$ cat config.mk
export PLATFORM = sky130hd
export DESIGN_NAME = id_ex_ctrl
export DESIGN_NICKNAME = d
export VERILOG_FILES = /design/src/rtl/id_ex_ctrl.sv
export SDC_FILE = /design/constraint.sdc
export NUM_CORES = 1
export LEC_CHECK = 0
export BUFFER_PORTS_ARGS = -buffer_cell sky130_fd_sc_hd__buf_2
export CAP_MARGIN = 20
export CORE_MARGIN = 2
export CORE_UTILIZATION = 55
export CTS_CLUSTER_SIZE = 25
export DETAILED_ROUTE_END_ITERATION = 6
export GPL_TIMING_DRIVEN = 0
export PLACE_DENSITY = 0.88
export SETUP_SLACK_MARGIN = 0.1
export SLEW_MARGIN = 30
export SYNTH_ARGS = -nofsm -noshare
export SYNTH_HDL_FRONTEND = slang
export SYNTH_SLANG_ARGS = --single-unit
$ cat constraint.sdc
create_clock -name clk_i -period 5.96 [get_ports clk_i]
set_clock_uncertainty 0.2 [all_clocks]
set_input_delay 0.894 -clock clk_i [delete_from_list [all_inputs] [get_ports clk_i]]
set_output_delay 0.894 -clock clk_i [all_outputs]
set_load 0.005 [all_outputs]
$ cat src/rtl/id_ex_ctrl.sv
// ID->EX pipeline register handshake and hazard control.
// Owns the E-stage valid bit, the payload enable and a one-load scoreboard.
module id_ex_ctrl #(
   parameter int RS_W  = 5,
   parameter int CNT_W = 16
) (
   input  logic             clk_i,
   input  logic             rst_i,
   input  logic             d_valid_i,
   output logic             E_ready_o,
   input  logic [RS_W-1:0]  d_rs1_i,
   input  logic [RS_W-1:0]  d_rs2_i,
   input  logic             d_rs1_use_i,
   input  logic             d_rs2_use_i,
   input  logic [RS_W-1:0]  d_rd_i,
   input  logic             d_wenReg_i,
   input  logic             d_renMem_i,
   output logic             E_valid_o,
   input  logic             e_ready_i,
   input  logic             flush_i,
   input  logic             ld_done_i,
   output logic             pipe_en_o,
   output logic             ld_pend_o,
   output logic [CNT_W-1:0] stall_cnt_o
);

   typedef enum logic {S_EMPTY, S_FULL} e_st_t;
   typedef enum logic {LD_IDLE, LD_PEND} ld_st_t;

   e_st_t            e_st, e_nxt;
   ld_st_t           ld_st, ld_nxt;
   logic             e_ld;
   logic [RS_W-1:0]  e_rd;
   logic [RS_W-1:0]  ld_rd;
   logic             m1, m2, ld_block, hazard;
   logic             e_fire, ld_set, d_ld;

   assign E_valid_o = (e_st == S_FULL);
   assign ld_pend_o = (ld_st == LD_PEND);

   assign m1 = d_rs1_use_i & (d_rs1_i != '0) &
               ((E_valid_o & e_ld & (d_rs1_i == e_rd)) |
                (ld_pend_o & (d_rs1_i == ld_rd)));
   assign m2 = d_rs2_use_i & (d_rs2_i != '0) &
               ((E_valid_o & e_ld & (d_rs2_i == e_rd)) |
                (ld_pend_o & (d_rs2_i == ld_rd)));

   // Only one load may live in E or in the scoreboard at a time.
   assign ld_block = d_renMem_i & (ld_pend_o | (E_valid_o & e_ld));
   assign hazard   = d_valid_i & (m1 | m2 | ld_block);

   assign E_ready_o = ~hazard & ~flush_i & (~E_valid_o | e_ready_i);
   assign pipe_en_o = d_valid_i & E_ready_o;

   assign e_fire = E_valid_o & e_ready_i;
   assign ld_set = e_fire & e_ld & ~flush_i;
   assign d_ld   = d_renMem_i & d_wenReg_i & (d_rd_i != '0);

   always_comb begin
      e_nxt = e_st;
      if (flush_i)
         e_nxt = S_EMPTY;
      else if (pipe_en_o)
         e_nxt = S_FULL;
      else if (e_fire)
         e_nxt = S_EMPTY;
   end

   always_comb begin
      ld_nxt = ld_st;
      if (ld_set)
         ld_nxt = LD_PEND;
      else if (ld_done_i && ld_st == LD_PEND)
         ld_nxt = LD_IDLE;
   end

   always_ff @(posedge clk_i) begin
      if (rst_i) begin
         e_st        <= S_EMPTY;
         ld_st       <= LD_IDLE;
         e_ld        <= 1'b0;
         e_rd        <= '0;
         ld_rd       <= '0;
         stall_cnt_o <= '0;
      end else begin
         e_st  <= e_nxt;
         ld_st <= ld_nxt;
         if (flush_i)
            e_ld <= 1'b0;
         else if (pipe_en_o) begin
            e_ld <= d_ld;
            e_rd <= d_rd_i;
         end
         if (ld_set)
            ld_rd <= e_rd;
         if (hazard && stall_cnt_o != '1)
            stall_cnt_o <= stall_cnt_o + CNT_W'(1);
      end
   end

endmodule

# After elaboration in Yosys (flattened, before gate mapping)
# Index checks and enable logic that the tools add are counted.
[word_totals]
reg_bits = 29
input_bits = 25
output_inout_bits = 20
word_cells = 53
[op_classes]
add_sub_neg = 1
n_eq_ne = 5
muxes = 4
n_bitwise = 28
reduce_logical = 9
[op_table]
columns = ["op", "count"]
rows = [
  ["$eq 5x5->1", 4],
  ["$and 1x1->1", 19],
  ["$add 16x1->16 const B", 1],
  ["$ne 16x16->1 const B", 1],
  ["$reduce_bool 5->1", 3],
  ["$or 1x1->1", 6],
  ["$mux 1", 4],
  ["$reduce_bool 2->1", 2],
  ["$not 1->1", 3],
  ["$logic_and 1x1->1", 2],
  ["$reduce_and 2->1", 1],
  ["$reduce_or 2->1", 1],
]

# Logic depth before layout (Yosys ltp)
# Gate-level depths: netlist of the first run.
[depth]
word_depth = 12
mapped_depth = 8
ltp_nobuf = 6

# Worst setup path after synthesis of the first run
# No wires, ideal clock.
[synth_timing]
path_type = "input to output"
from = "in d_rs2_i[1]"
to = "out E_ready_o"
arrival_time_ns = 2.142
required_time_ns = 4.866
slack_ns = 2.724
path_stages = 5
n_path_buf = 1
cell_sequence = "or4_1 -> o211ai_1 -> o221ai_1 -> clkbuf_1 -> nor3_1"
[synth_via]
elab_chain_cells = 10
word_cells_on_any_way = 14
cone_classes = "2 x eq/ne; 11 x bitwise; 1 x reduce/logical"
[synth_rtl]
columns = ["element", "line_no", "text"]
rows = [
  ["start, declared", "12", "input logic [RS_W-1:0] d_rs2_i,"],
  ["$eq 5x5->1 (on tied branches)", "45, 46", ""],
  ["$and 1x1->1 (on tied branches)", "45, 46", ""],
  ["$or 1x1->1", "45", "((E_valid_o & e_ld & (d_rs2_i == e_rd)) |"],
  ["$and 1x1->1 *", "44", "assign m2 = d_rs2_use_i & (d_rs2_i != '0) &"],
  ["$or 1x1->1 * (2 in a row)", "50", "assign hazard = d_valid_i & (m1 | m2 | ld_block);"],
  ["$and 1x1->1 *", "50", ""],
  ["$not 1->1 *", "52", "assign E_ready_o = ~hazard & ~flush_i & (~E_valid_o | e_ready_i);"],
  ["$and 1x1->1 * (2 in a row)", "52", ""],
  ["end, declared", "10", "output logic E_ready_o,"],
]
# Every way passes the cells marked *; elsewhere a longest branch is shown, timed or not.

# Worst setup path in the final report of the first run
[layout_timing]
from = "in d_rs2_i[1]"
to = "out pipe_en_o"
[layout_via]
elab_chain_cells = 11
word_cells_on_any_way = 15
cone_classes = "2 x eq/ne; 12 x bitwise; 1 x reduce/logical"
[layout_rtl]
columns = ["element", "line_no", "text"]
rows = [
  ["$eq 5x5->1 (on tied branches)", "45, 46", ""],
  ["$and 1x1->1 (on tied branches)", "45, 46", ""],
  ["$or 1x1->1", "45", ""],
  ["$and 1x1->1 *", "44", ""],
  ["$or 1x1->1 * (2 in a row)", "50", ""],
  ["$and 1x1->1 *", "50", ""],
  ["$not 1->1 *", "52", ""],
  ["$and 1x1->1 * (2 in a row)", "52", ""],
  ["$and 1x1->1 *", "53", "assign pipe_en_o = d_valid_i & E_ready_o;"],
  ["end, declared", "22", "output logic pipe_en_o,"],
]
# Marked as above.

==> metrics.txt, run 1 <==
# TYPE chip_impl_metric gauge
chip_impl_metric{name="numCtsBuffers",unit=""} 5
chip_impl_metric{name="cts-resized-gates",unit=""} 0
chip_impl_metric{name="detail_route.wirelength",unit="um"} 4380
chip_impl_info{name="status",value="finished clean"} 1
chip_impl_info{name="cts_tree",value="done"} 1
chip_impl_metric{name="global_route_wire_length_before_repair",unit="um"} 7180
chip_impl_metric{name="ys_seq_elements",unit=""} 29
chip_impl_metric{name="number_of_inserted_diodes",unit=""} 0
chip_impl_metric{name="ioPinCount",unit=""} 45
chip_impl_info{name="crit_path_start_kind",value="input pin"} 1
chip_impl_metric{name="antenna_left",unit=""} 0
chip_impl_metric{name="final_critical_path_setup_slack",unit="ps"} 2310
chip_impl_metric{name="placement_setup_slack",unit="ps"} 2340
chip_impl_metric{name="initial_utilization",unit=""} 0.576
chip_impl_metric{name="finalCritPeriodShare",unit=""} 0.612
chip_impl_metric{name="dieWidth",unit="um"} 60.3
chip_impl_metric{name="final-setup-viol-count",unit=""} 0
chip_impl_info{name="synth_ff_type",value="sky130_fd_sc_hd__dfxtp_1"} 1
chip_impl_metric{name="cts_htree_levels",unit=""} 2
chip_impl_metric{name="netSwitchingPower",unit="mW"} 0.0937
chip_impl_metric{name="timing.fmax",unit="MHz"} 274
chip_impl_metric{name="netlist_area",unit="um^2"} 1750
chip_impl_metric{name="cts_hold_buf",unit=""} 0
chip_impl_metric{name="drt_iter0_drc",unit=""} 129
chip_impl_metric{name="clkLatencyLatePin",unit="ps"} 340
chip_impl_metric{name="setup-tns-final",unit="ps"} 0
chip_impl_metric{name="critical_path_peak_fanout",unit=""} 10
chip_impl_metric{name="synth_enable_flop_cells",unit=""} 0
chip_impl_metric{name="synth-async-reset-ratio",unit=""} 0
chip_impl_metric{name="combPwrFrac",unit=""} 0.088
chip_impl_metric{name="ys_warn_count",unit=""} 0
chip_impl_metric{name="final_layout_size_suffix_gt1_frac",unit=""} 0.260
chip_impl_metric{name="p_sw_frac",unit=""} 0.231
chip_impl_metric{name="firstDrtPassIters",unit=""} 6
chip_impl_metric{name="slew_headroom",unit=""} 0.440
chip_impl_metric{name="power.share.clock",unit=""} 0.422
chip_impl_metric{name="synth-seq-area-share",unit=""} 0.333
chip_impl_metric{name="global_route.overflow_total",unit=""} 0
chip_impl_metric{name="grt_pass1_vias",unit=""} 1546
chip_impl_info{name="critPathKind",value="in -> out"} 1
chip_impl_metric{name="post_cts_buffers",unit=""} 0
chip_impl_info{name="timing.critical_path.to_type",value="primary output"} 1
chip_impl_metric{name="numClockSinks",unit=""} 29
chip_impl_metric{name="detailroute.via_count",unit=""} 1734
chip_impl_metric{name="worst_ep_required_time",unit="ps"} 4870
chip_impl_metric{name="hpwl",unit="um"} 3270
chip_impl_metric{name="layout.nets",unit=""} 275
chip_impl_metric{name="worstPathArrival",unit="ps"} 2550
chip_impl_metric{name="layout.cells.non_filler",unit=""} 294
chip_impl_metric{name="gate_count_of_the_mapped_netlist",unit=""} 199
chip_impl_metric{name="tightestPinTransition",unit="ps"} 838
chip_impl_metric{name="p_int",unit="mW"} 0.311
chip_impl_metric{name="leakagePower",unit="nW"} 0.893
chip_impl_metric{name="dp.cells",unit=""} 286
chip_impl_metric{name="vdd_ir_drop_max",unit="V"} 0.000150
chip_impl_info{name="cts-root-buf",value="sky130_fd_sc_hd__clkbuf_4"} 1
chip_impl_metric{name="seq_power_share",unit=""} 0.489
chip_impl_metric{name="design_power_total",unit="mW"} 0.405
chip_impl_metric{name="pwr_density_cell",unit="nW/um^2"} 193
chip_impl_metric{name="rows",unit=""} 20
chip_impl_metric{name="post_synth.cell_area_avg",unit="um^2"} 8.77
chip_impl_metric{name="die-height",unit="um"} 60.3
chip_impl_metric{name="area_delta_synth_final",unit="%"} 20.4
chip_impl_metric{name="placedInstanceArea",unit="um^2"} 2020
chip_impl_metric{name="route.detailed.wl_per_inst",unit="um"} 14.9
chip_impl_metric{name="slew_violations",unit=""} 0
chip_impl_metric{name="clkTransAtPathRegs",unit="ps"} 90
chip_impl_metric{name="count_of_maximum_capacitance_violations",unit=""} 0
chip_impl_metric{name="global_route.usage.total",unit=""} 0.267
chip_impl_metric{name="drc_errors",unit=""} 0
chip_impl_metric{name="detail_route.vias_per_cell",unit=""} 5.90
chip_impl_metric{name="final-hold-violation-count",unit=""} 0
chip_impl_metric{name="port_buffers",unit=""} 43
chip_impl_metric{name="finalWeightedCongestion",unit=""} 0.933
chip_impl_info{name="timing.hold.worst.class",value="reg -> reg"} 1
chip_impl_metric{name="synthesis.nets",unit=""} 225
chip_impl_metric{name="count_of_different_cell_masters_after_synthesis",unit=""} 38
chip_impl_metric{name="grt_max_degree",unit=""} 11
chip_impl_metric{name="final_cell_area",unit="um^2"} 2100
chip_impl_metric{name="fin_util",unit=""} 0.694
chip_impl_metric{name="max-clock-path-buffers",unit=""} 2
chip_impl_metric{name="fin_crit",unit="ps"} 3650
chip_impl_metric{name="fp.dieArea",unit="um^2"} 3640
chip_impl_metric{name="hold_slack",unit="ps"} 304
chip_impl_info{name="rsz0062_at_grt",value="false"} 1
chip_impl_metric{name="core_area",unit="um^2"} 3030
chip_impl_metric{name="filler_cell_count",unit=""} 251
chip_impl_metric{name="initial_antenna_violation_count",unit=""} 0
[path summary, 6_finish.rpt]
kind                   from        endpoint  slack (ps)  depth (start not counted)
max              d_rs2_i[1]       pipe_en_o        2310                          7
min                    e_ld            e_ld         300                          2
max reg2reg  stall_cnt_o[0]  stall_cnt_o[0]        3430                          6
min reg2reg            e_ld            e_ld         300                          2
[area by class of cell]
class | instances | area [um^2] | share of cell area
Buffer | 11 | 73.8 | 0.0351
Clock buffer | 7 | 55.1 | 0.0262
Clock inverter | 1 | 30.0 | 0.0143
Inverter | 1 | 3.75 | 0.00179
Multi-Input combinational cell | 158 | 1090 | 0.518
Sequential cell | 29 | 581 | 0.276
Tap cell | 44 | 55.1 | 0.0262
Timing Repair Buffer | 43 | 215 | 0.102
[flip-flops by register name, summed over array words and instances (netlist names)]
| register | cells |
|---|---|
| E_valid_o | 1 |
| ld_pend_o | 1 |
| e_ld | 1 |
| e_rd | 5 |
| stall_cnt_o | 16 |
| ld_rd | 5 |
[synthesized netlist by cell type (4+ instances only)]
cell type                   n  share of area
sky130_fd_sc_hd__nand2b_1   4          0.014
sky130_fd_sc_hd__nor2b_1   10          0.036
sky130_fd_sc_hd__a21oi_1   14          0.040
sky130_fd_sc_hd__mux2_2     5          0.032
sky130_fd_sc_hd__nand2_1   10          0.022
sky130_fd_sc_hd__nand4_1    4          0.014
sky130_fd_sc_hd__nand3_1   11          0.032
sky130_fd_sc_hd__or4_1      7          0.030
sky130_fd_sc_hd__nor4_1     6          0.022
sky130_fd_sc_hd__o31ai_1    6          0.026
sky130_fd_sc_hd__nor2_1    18          0.039
sky130_fd_sc_hd__dfxtp_1   29           0.33
sky130_fd_sc_hd__nor4_2     5          0.036
sky130_fd_sc_hd__xor2_1    18          0.090
sky130_fd_sc_hd__o21ai_0    6          0.017
sky130_fd_sc_hd__mux2i_1    6          0.034
sky130_fd_sc_hd__clkbuf_1   6          0.013
[worst max-delay path, stage by stage]
cell and delay, ps:
sky130_fd_sc_hd__buf_2 130, sky130_fd_sc_hd__or4_1 540, sky130_fd_sc_hd__o211ai_1 260, sky130_fd_sc_hd__o221ai_1 170
sky130_fd_sc_hd__clkbuf_1 240, sky130_fd_sc_hd__nor2_1 170, sky130_fd_sc_hd__buf_2 140
[power by group through the flow]
stage               Clock (mW)  Sequential (mW)  Combinational, mW
floorplan                    0            0.202             0.0180
global placement             0            0.202             0.0333
detailed placement           0            0.203             0.0348
CTS                      0.173            0.198             0.0354
global route             0.180            0.198             0.0392
finish                   0.171            0.198             0.0358
[layout by cell type, fill, tap and decap left out, types with 2 or more instances in the layout]
cell type,Yosys,routed
sky130_fd_sc_hd__nor2_1,18,18
sky130_fd_sc_hd__o211ai_1,2,2
sky130_fd_sc_hd__xor2_1,18,18
sky130_fd_sc_hd__or4_1,7,7
sky130_fd_sc_hd__a21oi_1,14,14
sky130_fd_sc_hd__a32oi_1,2,2
sky130_fd_sc_hd__mux2_2,5,5
sky130_fd_sc_hd__buf_1,3,3
sky130_fd_sc_hd__mux2_1,3,3
sky130_fd_sc_hd__and3_1,3,3
sky130_fd_sc_hd__nor2b_1,10,10
sky130_fd_sc_hd__nand4_1,4,4
sky130_fd_sc_hd__clkbuf_1,6,7
sky130_fd_sc_hd__dfxtp_1,29,29
sky130_fd_sc_hd__nand2_1,10,10
sky130_fd_sc_hd__o21ai_0,6,6
sky130_fd_sc_hd__nor4_2,5,5
sky130_fd_sc_hd__nor4_1,6,6
sky130_fd_sc_hd__clkbuf_4,0,5
sky130_fd_sc_hd__mux2i_1,6,6
sky130_fd_sc_hd__o31ai_1,6,6
sky130_fd_sc_hd__buf_2,0,43
sky130_fd_sc_hd__nor3_1,3,3
sky130_fd_sc_hd__nand2b_1,4,4
sky130_fd_sc_hd__nand3_1,11,11
sky130_fd_sc_hd__buf_12,2,2
sky130_fd_sc_hd__xnor2_1,2,2
sky130_fd_sc_hd__nand4b_1,2,2
[cells by family (layout without fill, tap and decap cells)]
group | Yosys count | after routing | share of synthesized area
AND/OR/NAND/NOR | 88 | 88 | 0.297
multiplexers | 14 | 14 | 0.0860
flip-flops | 29 | 29 | 0.333
buffers and inverters | 12 | 63 | 0.0444
adder cells (fa/ha/maj) | 1 | 1 | 0.00717
AO/OA/AOI/OAI | 35 | 35 | 0.133
XOR/XNOR | 20 | 20 | 0.100
[routing by layer]
metal  routed length (um)  vias to the layer above  track usage
met5                    0                        -            0
met4                  105                        0        0.127
met3                  259                       13       0.0554
met2                 2140                       69        0.432
met1                 1880                      817        0.343
li1                     -                      835            -
Note: power is estimated with default switching activity, not from simulation.
==> inputs of run 2 (changes only) <==
--- a/config.mk
+++ b/config.mk
@@ -8,11 +8,11 @@
 export BUFFER_PORTS_ARGS = -buffer_cell sky130_fd_sc_hd__buf_2
 export CAP_MARGIN = 20
 export CORE_MARGIN = 2
-export CORE_UTILIZATION = 55
+export CORE_UTILIZATION = 47
 export CTS_CLUSTER_SIZE = 25
 export DETAILED_ROUTE_END_ITERATION = 6
 export GPL_TIMING_DRIVEN = 0
-export PLACE_DENSITY = 0.88
+export PLACE_DENSITY = 0.81
 export SETUP_SLACK_MARGIN = 0.1
 export SLEW_MARGIN = 30
 export SYNTH_ARGS = -nofsm -noshare
==> constraint.sdc (replaced) <==
create_clock -name clk_i -period 2.9 [get_ports clk_i]
set_clock_uncertainty 0.2 [all_clocks]
set_input_delay 0.435 -clock clk_i [delete_from_list [all_inputs] [get_ports clk_i]]
set_output_delay 0.435 -clock clk_i [all_outputs]
set_load 0.005 [all_outputs]
==> metrics.txt, run 2 (synthesized netlist as in run 1, its figures left out) <==
# TYPE chip_impl_metric gauge
chip_impl_metric{name="clkTransAtPathRegs",unit="ps"} 60
chip_impl_metric{name="initial_utilization",unit=""} 0.484
chip_impl_metric{name="global_route.overflow_total",unit=""} 0
chip_impl_metric{name="slew_violations",unit=""} 0
chip_impl_metric{name="ioPinCount",unit=""} 45
chip_impl_metric{name="core_area",unit="um^2"} 3610
chip_impl_metric{name="die-height",unit="um"} 64.9
chip_impl_metric{name="detail_route.vias_per_cell",unit=""} 5.57
chip_impl_metric{name="final_layout_size_suffix_gt1_frac",unit=""} 0.267
chip_impl_metric{name="drc_errors",unit=""} 0
chip_impl_metric{name="worst_ep_required_time",unit="ps"} 2270
chip_impl_metric{name="timing.fmax",unit="MHz"} 373
chip_impl_metric{name="firstDrtPassIters",unit=""} 6
chip_impl_metric{name="worstPathArrival",unit="ps"} 2050
chip_impl_metric{name="numCtsBuffers",unit=""} 5
chip_impl_info{name="layout.cells.most_common",value="sky130_fd_sc_hd__buf_2"} 1
chip_impl_info{name="timing.hold.worst.class",value="in -> reg"} 1
chip_impl_info{name="crit_path_start_kind",value="input pin"} 1
chip_impl_metric{name="final-hold-violation-count",unit=""} 0
chip_impl_metric{name="power.share.clock",unit=""} 0.402
chip_impl_metric{name="p_sw_frac",unit=""} 0.250
chip_impl_metric{name="dieWidth",unit="um"} 64.9
chip_impl_metric{name="placedInstanceArea",unit="um^2"} 2020
chip_impl_metric{name="rows",unit=""} 22
chip_impl_metric{name="combPwrFrac",unit=""} 0.089
chip_impl_metric{name="fp.dieArea",unit="um^2"} 4220
chip_impl_metric{name="antenna_left",unit=""} 0
chip_impl_info{name="critPathKind",value="in -> out"} 1
chip_impl_metric{name="finalCritPeriodShare",unit=""} 0.926
chip_impl_metric{name="pwr_density_cell",unit="nW/um^2"} 379
chip_impl_info{name="largest-register",value="stall_cnt_o"} 1
chip_impl_info{name="leading_registers_by_flop_count",value="stall_cnt_o x16, e_rd x5, ld_rd x5"} 1
chip_impl_metric{name="slew_headroom",unit=""} 0.491
chip_impl_metric{name="p_int",unit="mW"} 0.601
chip_impl_metric{name="clkLatencyLatePin",unit="ps"} 280
chip_impl_metric{name="hold_slack",unit="ps"} 183
chip_impl_metric{name="vdd_ir_drop_max",unit="V"} 0.000367
chip_impl_metric{name="detail_route.wirelength",unit="um"} 4090
chip_impl_metric{name="fin_crit",unit="ps"} 2680
chip_impl_metric{name="tightestPinTransition",unit="ps"} 762
chip_impl_metric{name="final_cell_area",unit="um^2"} 2110
chip_impl_info{name="timing.critical_path.to_type",value="primary output"} 1
chip_impl_metric{name="filler_cell_count",unit=""} 337
chip_impl_metric{name="global_route_wire_length_before_repair",unit="um"} 6930
chip_impl_info{name="cts_tree",value="done"} 1
chip_impl_metric{name="initial_antenna_violation_count",unit=""} 0
chip_impl_metric{name="route.detailed.wl_per_inst",unit="um"} 13.7
chip_impl_metric{name="leakagePower",unit="nW"} 0.902
chip_impl_metric{name="seq_power_share",unit=""} 0.508
chip_impl_metric{name="critical_path_peak_fanout",unit=""} 10
chip_impl_metric{name="cts_hold_buf",unit=""} 0
chip_impl_metric{name="port_buffers",unit=""} 43
chip_impl_metric{name="largest_register_ff_count",unit=""} 16
chip_impl_metric{name="detailroute.via_count",unit=""} 1666
chip_impl_info{name="rsz0062_at_grt",value="false"} 1
chip_impl_metric{name="numClockSinks",unit=""} 29
chip_impl_metric{name="number_of_inserted_diodes",unit=""} 0
chip_impl_metric{name="netSwitchingPower",unit="mW"} 0.200
chip_impl_info{name="layout.cells.most_common_list",value="44 x sky130_fd_sc_hd__buf_2, 29 x sky130_fd_sc_hd__dfxtp_1, 18 x sky130_fd_sc_hd__xor2_1, 18 x sky130_fd_sc_hd__nor2_1, 14 x sky130_fd_sc_hd__a21oi_1"} 1
chip_impl_metric{name="final-setup-viol-count",unit=""} 0
chip_impl_info{name="status",value="finished clean"} 1
chip_impl_metric{name="cts_htree_levels",unit=""} 2
chip_impl_metric{name="grt_pass1_vias",unit=""} 1586
chip_impl_metric{name="reg2reg_slack",unit="ps"} 380
chip_impl_metric{name="setup-tns-final",unit="ps"} 0
chip_impl_metric{name="hpwl",unit="um"} 3080
chip_impl_info{name="cts-root-buf",value="sky130_fd_sc_hd__clkbuf_8"} 1
chip_impl_metric{name="drt_iter0_drc",unit=""} 33
chip_impl_metric{name="area_delta_synth_final",unit="%"} 21.0
chip_impl_metric{name="global_route.usage.total",unit=""} 0.213
chip_impl_metric{name="layout.nets",unit=""} 276
chip_impl_metric{name="max-clock-path-buffers",unit=""} 2
chip_impl_metric{name="count_of_maximum_capacitance_violations",unit=""} 0
chip_impl_metric{name="finalWeightedCongestion",unit=""} 0.884
chip_impl_metric{name="grt_max_degree",unit=""} 11
==> run 2: what timing repair did <==
item                       CTS  global route
setup endpoints to repair    0             2
resized for setup            0             3
buffers inserted             0             1
==> run 2: per-layer routing <==
layer,part of all wire,track usage,vias to the layer above
met4,0.014,0.101,0
met5,0,0,-
met1,0.44,0.254,777
li1,-,-,830
met3,0.071,0.0573,5
met2,0.48,0.354,54
==> run 2: power by group through the flow <==
stage / sequential, mW / combinational, mW / clock (mW)
6_report: 0.407 / 0.0714 / 0.322
5_1_grt: 0.408 / 0.0797 / 0.353
4_1_cts: 0.407 / 0.0706 / 0.328
3_5_place_dp: 0.416 / 0.0700 / 0
3_3_place_gp: 0.416 / 0.0689 / 0
2_1_floorplan: 0.415 / 0.0370 / 0
==> run 2: area by class of cell <==
cell class | count | area (um^2) | area share
inverters | 1 | 3.75 | 0.00178
plain buffers | 11 | 75.1 | 0.0355
well taps | 48 | 60.1 | 0.0284
flip-flops and latches | 29 | 581 | 0.275
repair buffers | 44 | 223 | 0.105
clock inverters | 2 | 10.0 | 0.00474
multi-input cells | 158 | 1090 | 0.515
clock buffers | 6 | 72.6 | 0.0344
==> run 2: through the flow <==
| stage | power, mW | utilization | cells | setup slack, ps |
|---|---|---|---|---|
| 2_1_floorplan | 0.452 | - | 199 | 528 |
| 3_3_place_gp | 0.485 | 0.560 | 290 | 173 |
| 3_5_place_dp | 0.486 | 0.560 | 290 | 131 |
| 4_1_cts | 0.806 | 0.583 | 298 | 112 |
| 5_1_grt | 0.840 | 0.586 | 299 | 101 |
| 6_report | 0.801 | 0.586 | 299 | 216 |
==> run 2: worst max-delay path, stage by stage <==
cell and delay [ps]:
sky130_fd_sc_hd__buf_2 120, sky130_fd_sc_hd__or4_1 540, sky130_fd_sc_hd__o211ai_1 260, sky130_fd_sc_hd__o221ai_1 180, sky130_fd_sc_hd__buf_2 220, sky130_fd_sc_hd__nor3_1 150, sky130_fd_sc_hd__buf_2 140
==> run 2: worst paths after layout <==
path / endpoint / cells after the start / start
min: e_ld / 2 / flush_i
min reg2reg: e_ld / 2 / e_ld
max: E_ready_o / 7 / d_rs1_i[1]
max reg2reg: stall_cnt_o[0] / 6 / stall_cnt_o[1]
==> inputs of run 3 (changes only) <==
--- a/config.mk
+++ b/config.mk
@@ -12,7 +12,7 @@
 export CTS_CLUSTER_SIZE = 25
 export DETAILED_ROUTE_END_ITERATION = 6
 export GPL_TIMING_DRIVEN = 0
-export PLACE_DENSITY = 0.81
+export PLACE_DENSITY = 0.75
 export SETUP_SLACK_MARGIN = 0.1
 export SLEW_MARGIN = 30
 export SYNTH_ARGS = -nofsm -noshare
==> metrics.txt, run 3 (synthesized netlist as in run 1, its figures left out) <==
# TYPE chip_impl_metric gauge
chip_impl_info{name="status",value="finished clean"} 1
chip_impl_metric{name="slew_headroom",unit=""} 0.495
chip_impl_info{name="layout.cells.most_common_list",value="43 x sky130_fd_sc_hd__buf_2, 29 x sky130_fd_sc_hd__dfxtp_1, 18 x sky130_fd_sc_hd__xor2_1, 18 x sky130_fd_sc_hd__nor2_1, 14 x sky130_fd_sc_hd__a21oi_1"} 1
chip_impl_info{name="end_of_the_worst_hold_path",value="E_valid_o"} 1
chip_impl_metric{name="clkLatencyLatePin",unit="ps"} 280
chip_impl_metric{name="timing.fmax",unit="MHz"} 377
chip_impl_metric{name="detail_route.vias_per_cell",unit=""} 5.57
chip_impl_metric{name="detail_route.wirelength",unit="um"} 4130
chip_impl_metric{name="leakagePower",unit="nW"} 0.909
chip_impl_metric{name="filler_cell_count",unit=""} 322
chip_impl_metric{name="dieWidth",unit="um"} 64.9
chip_impl_metric{name="global_route.overflow_total",unit=""} 0
chip_impl_metric{name="drt_iter0_drc",unit=""} 81
chip_impl_metric{name="finalCritPeriodShare",unit=""} 0.915
chip_impl_metric{name="initial_utilization",unit=""} 0.484
chip_impl_info{name="timing.hold.worst.class",value="in -> reg"} 1
chip_impl_metric{name="global_route_wire_length_before_repair",unit="um"} 6760
chip_impl_metric{name="worst_ep_required_time",unit="ps"} 2270
chip_impl_metric{name="clkTransAtPathRegs",unit="ps"} 70
chip_impl_info{name="worst_r2r_endpoint",value="stall_cnt_o[0]"} 1
chip_impl_info{name="layout.cells.most_common",value="sky130_fd_sc_hd__buf_2"} 1
chip_impl_metric{name="final_critical_path_setup_slack",unit="ps"} 247
chip_impl_metric{name="layout.cells.non_filler",unit=""} 298
chip_impl_metric{name="worstPathArrival",unit="ps"} 2020
chip_impl_metric{name="port_buffers",unit=""} 43
chip_impl_info{name="hold_start",value="flush_i"} 1
chip_impl_metric{name="initial_antenna_violation_count",unit=""} 0
chip_impl_info{name="leading_registers_by_flop_count",value="stall_cnt_o x16, e_rd x5, ld_rd x5"} 1
chip_impl_metric{name="antenna_left",unit=""} 0
chip_impl_metric{name="cts_hold_buf",unit=""} 0
chip_impl_info{name="crit_path_start_kind",value="input pin"} 1
chip_impl_metric{name="fin_crit",unit="ps"} 2650
chip_impl_metric{name="global_route.usage.total",unit=""} 0.207
chip_impl_metric{name="rows",unit=""} 22
chip_impl_metric{name="numCtsBuffers",unit=""} 5
chip_impl_metric{name="largest_register_ff_count",unit=""} 16
chip_impl_metric{name="tightestPinTransition",unit="ps"} 755
chip_impl_info{name="critPathKind",value="in -> out"} 1
chip_impl_metric{name="vdd_ir_drop_max",unit="V"} 0.000377
chip_impl_info{name="timing.critical_path.to_type",value="primary output"} 1
chip_impl_info{name="cts_tree",value="done"} 1
chip_impl_metric{name="finalWeightedCongestion",unit=""} 0.810
chip_impl_metric{name="hpwl",unit="um"} 3080
chip_impl_metric{name="grt_pass1_vias",unit=""} 1539
chip_impl_metric{name="slew_violations",unit=""} 0
chip_impl_metric{name="dp.cells",unit=""} 290
chip_impl_metric{name="placement_setup_slack",unit="ps"} 186
chip_impl_metric{name="final_cell_area",unit="um^2"} 2140
chip_impl_metric{name="route.detailed.wl_per_inst",unit="um"} 13.9
chip_impl_metric{name="count_of_maximum_capacitance_violations",unit=""} 0
chip_impl_metric{name="hold_slack",unit="ps"} 191
chip_impl_info{name="r2r_start",value="stall_cnt_o[0]"} 1
chip_impl_metric{name="numClockSinks",unit=""} 29
chip_impl_info{name="largest-register",value="stall_cnt_o"} 1
chip_impl_info{name="cts-root-buf",value="sky130_fd_sc_hd__clkbuf_8"} 1
chip_impl_metric{name="reg2reg_slack",unit="ps"} 320
chip_impl_metric{name="pwr_density_cell",unit="nW/um^2"} 425
chip_impl_metric{name="max-clock-path-buffers",unit=""} 2
chip_impl_metric{name="worst-r2r-cell-count",unit=""} 6
chip_impl_metric{name="die-height",unit="um"} 64.9
chip_impl_metric{name="critical_path_peak_fanout",unit=""} 10
chip_impl_metric{name="core_area",unit="um^2"} 3610
chip_impl_metric{name="grt_max_degree",unit=""} 11
chip_impl_metric{name="final-hold-violation-count",unit=""} 0
chip_impl_metric{name="detailroute.via_count",unit=""} 1659
chip_impl_metric{name="design_power_total",unit="mW"} 0.911
chip_impl_metric{name="final-setup-viol-count",unit=""} 0
chip_impl_metric{name="multi_input_area",unit="um^2"} 1090
chip_impl_metric{name="drc_errors",unit=""} 0
chip_impl_info{name="worst_setup_path_startpoint",value="d_rs1_i[1]"} 1
chip_impl_metric{name="fin_util",unit=""} 0.594
chip_impl_info{name="rsz0062_at_grt",value="false"} 1
chip_impl_metric{name="final_layout_size_suffix_gt1_frac",unit=""} 0.268
chip_impl_metric{name="firstDrtPassIters",unit=""} 4
chip_impl_metric{name="number_of_inserted_diodes",unit=""} 0
chip_impl_metric{name="hold_depth",unit=""} 2
chip_impl_metric{name="ioPinCount",unit=""} 45
chip_impl_metric{name="layout.nets",unit=""} 275
chip_impl_metric{name="placedInstanceArea",unit="um^2"} 2020
chip_impl_metric{name="setup-tns-final",unit="ps"} 0
chip_impl_metric{name="cts_htree_levels",unit=""} 2
chip_impl_metric{name="fp.dieArea",unit="um^2"} 4220
chip_impl_metric{name="area_delta_synth_final",unit="%"} 22.7
chip_impl_metric{name="sequential_cell_area",unit="um^2"} 581
## run 3: worst max path at each step
stage,endpoint,cells past startpoint
after floorplan,stall_cnt_o[15],7
after global placement,E_ready_o,7
after detailed placement,E_ready_o,7
after CTS,pipe_en_o,7
after global routing,E_ready_o,7
final,E_ready_o,7
## run 3: cell type report
cell class,count,area share
buffer,11,0.0350
clock buffer,6,0.0386
clock inverter,2,0.0175
inverter,1,0.00175
multi-input combinational,158,0.508
sequential,29,0.271
tap,48,0.0280
timing repair buffer,43,0.100
## run 3: worst max-delay path, stage by stage
cell and delay [ps]:
sky130_fd_sc_hd__buf_2 120, sky130_fd_sc_hd__or4_1 530, sky130_fd_sc_hd__o211ai_1 260, sky130_fd_sc_hd__o221ai_1 160, sky130_fd_sc_hd__clkbuf_2 210, sky130_fd_sc_hd__nor3_1 150
sky130_fd_sc_hd__buf_2 140
## run 3: routing by layer
| metal | part of all wire | global-route usage |
|---|---|---|
| met3 | 0.075 | 0.0538 |
| met5 | 0 | 0 |
| met1 | 0.45 | 0.255 |
| met4 | 0.0097 | 0.0851 |
| met2 | 0.46 | 0.343 |
## run 3: repair_timing
item | CTS | global route
setup buffers | 0 | 0
gates resized for setup | 0 | 2
endpoints found under the setup margin | 0 | 2
## run 3: power breakdown
group / internal, mW / total [mW] / switching [mW]
logic: 0.0317 / 0.0698 / 0.0381
clock network: 0.279 / 0.434 / 0.155
registers: 0.402 / 0.408 / 0.00535
total: 0.713 / 0.911 / 0.198
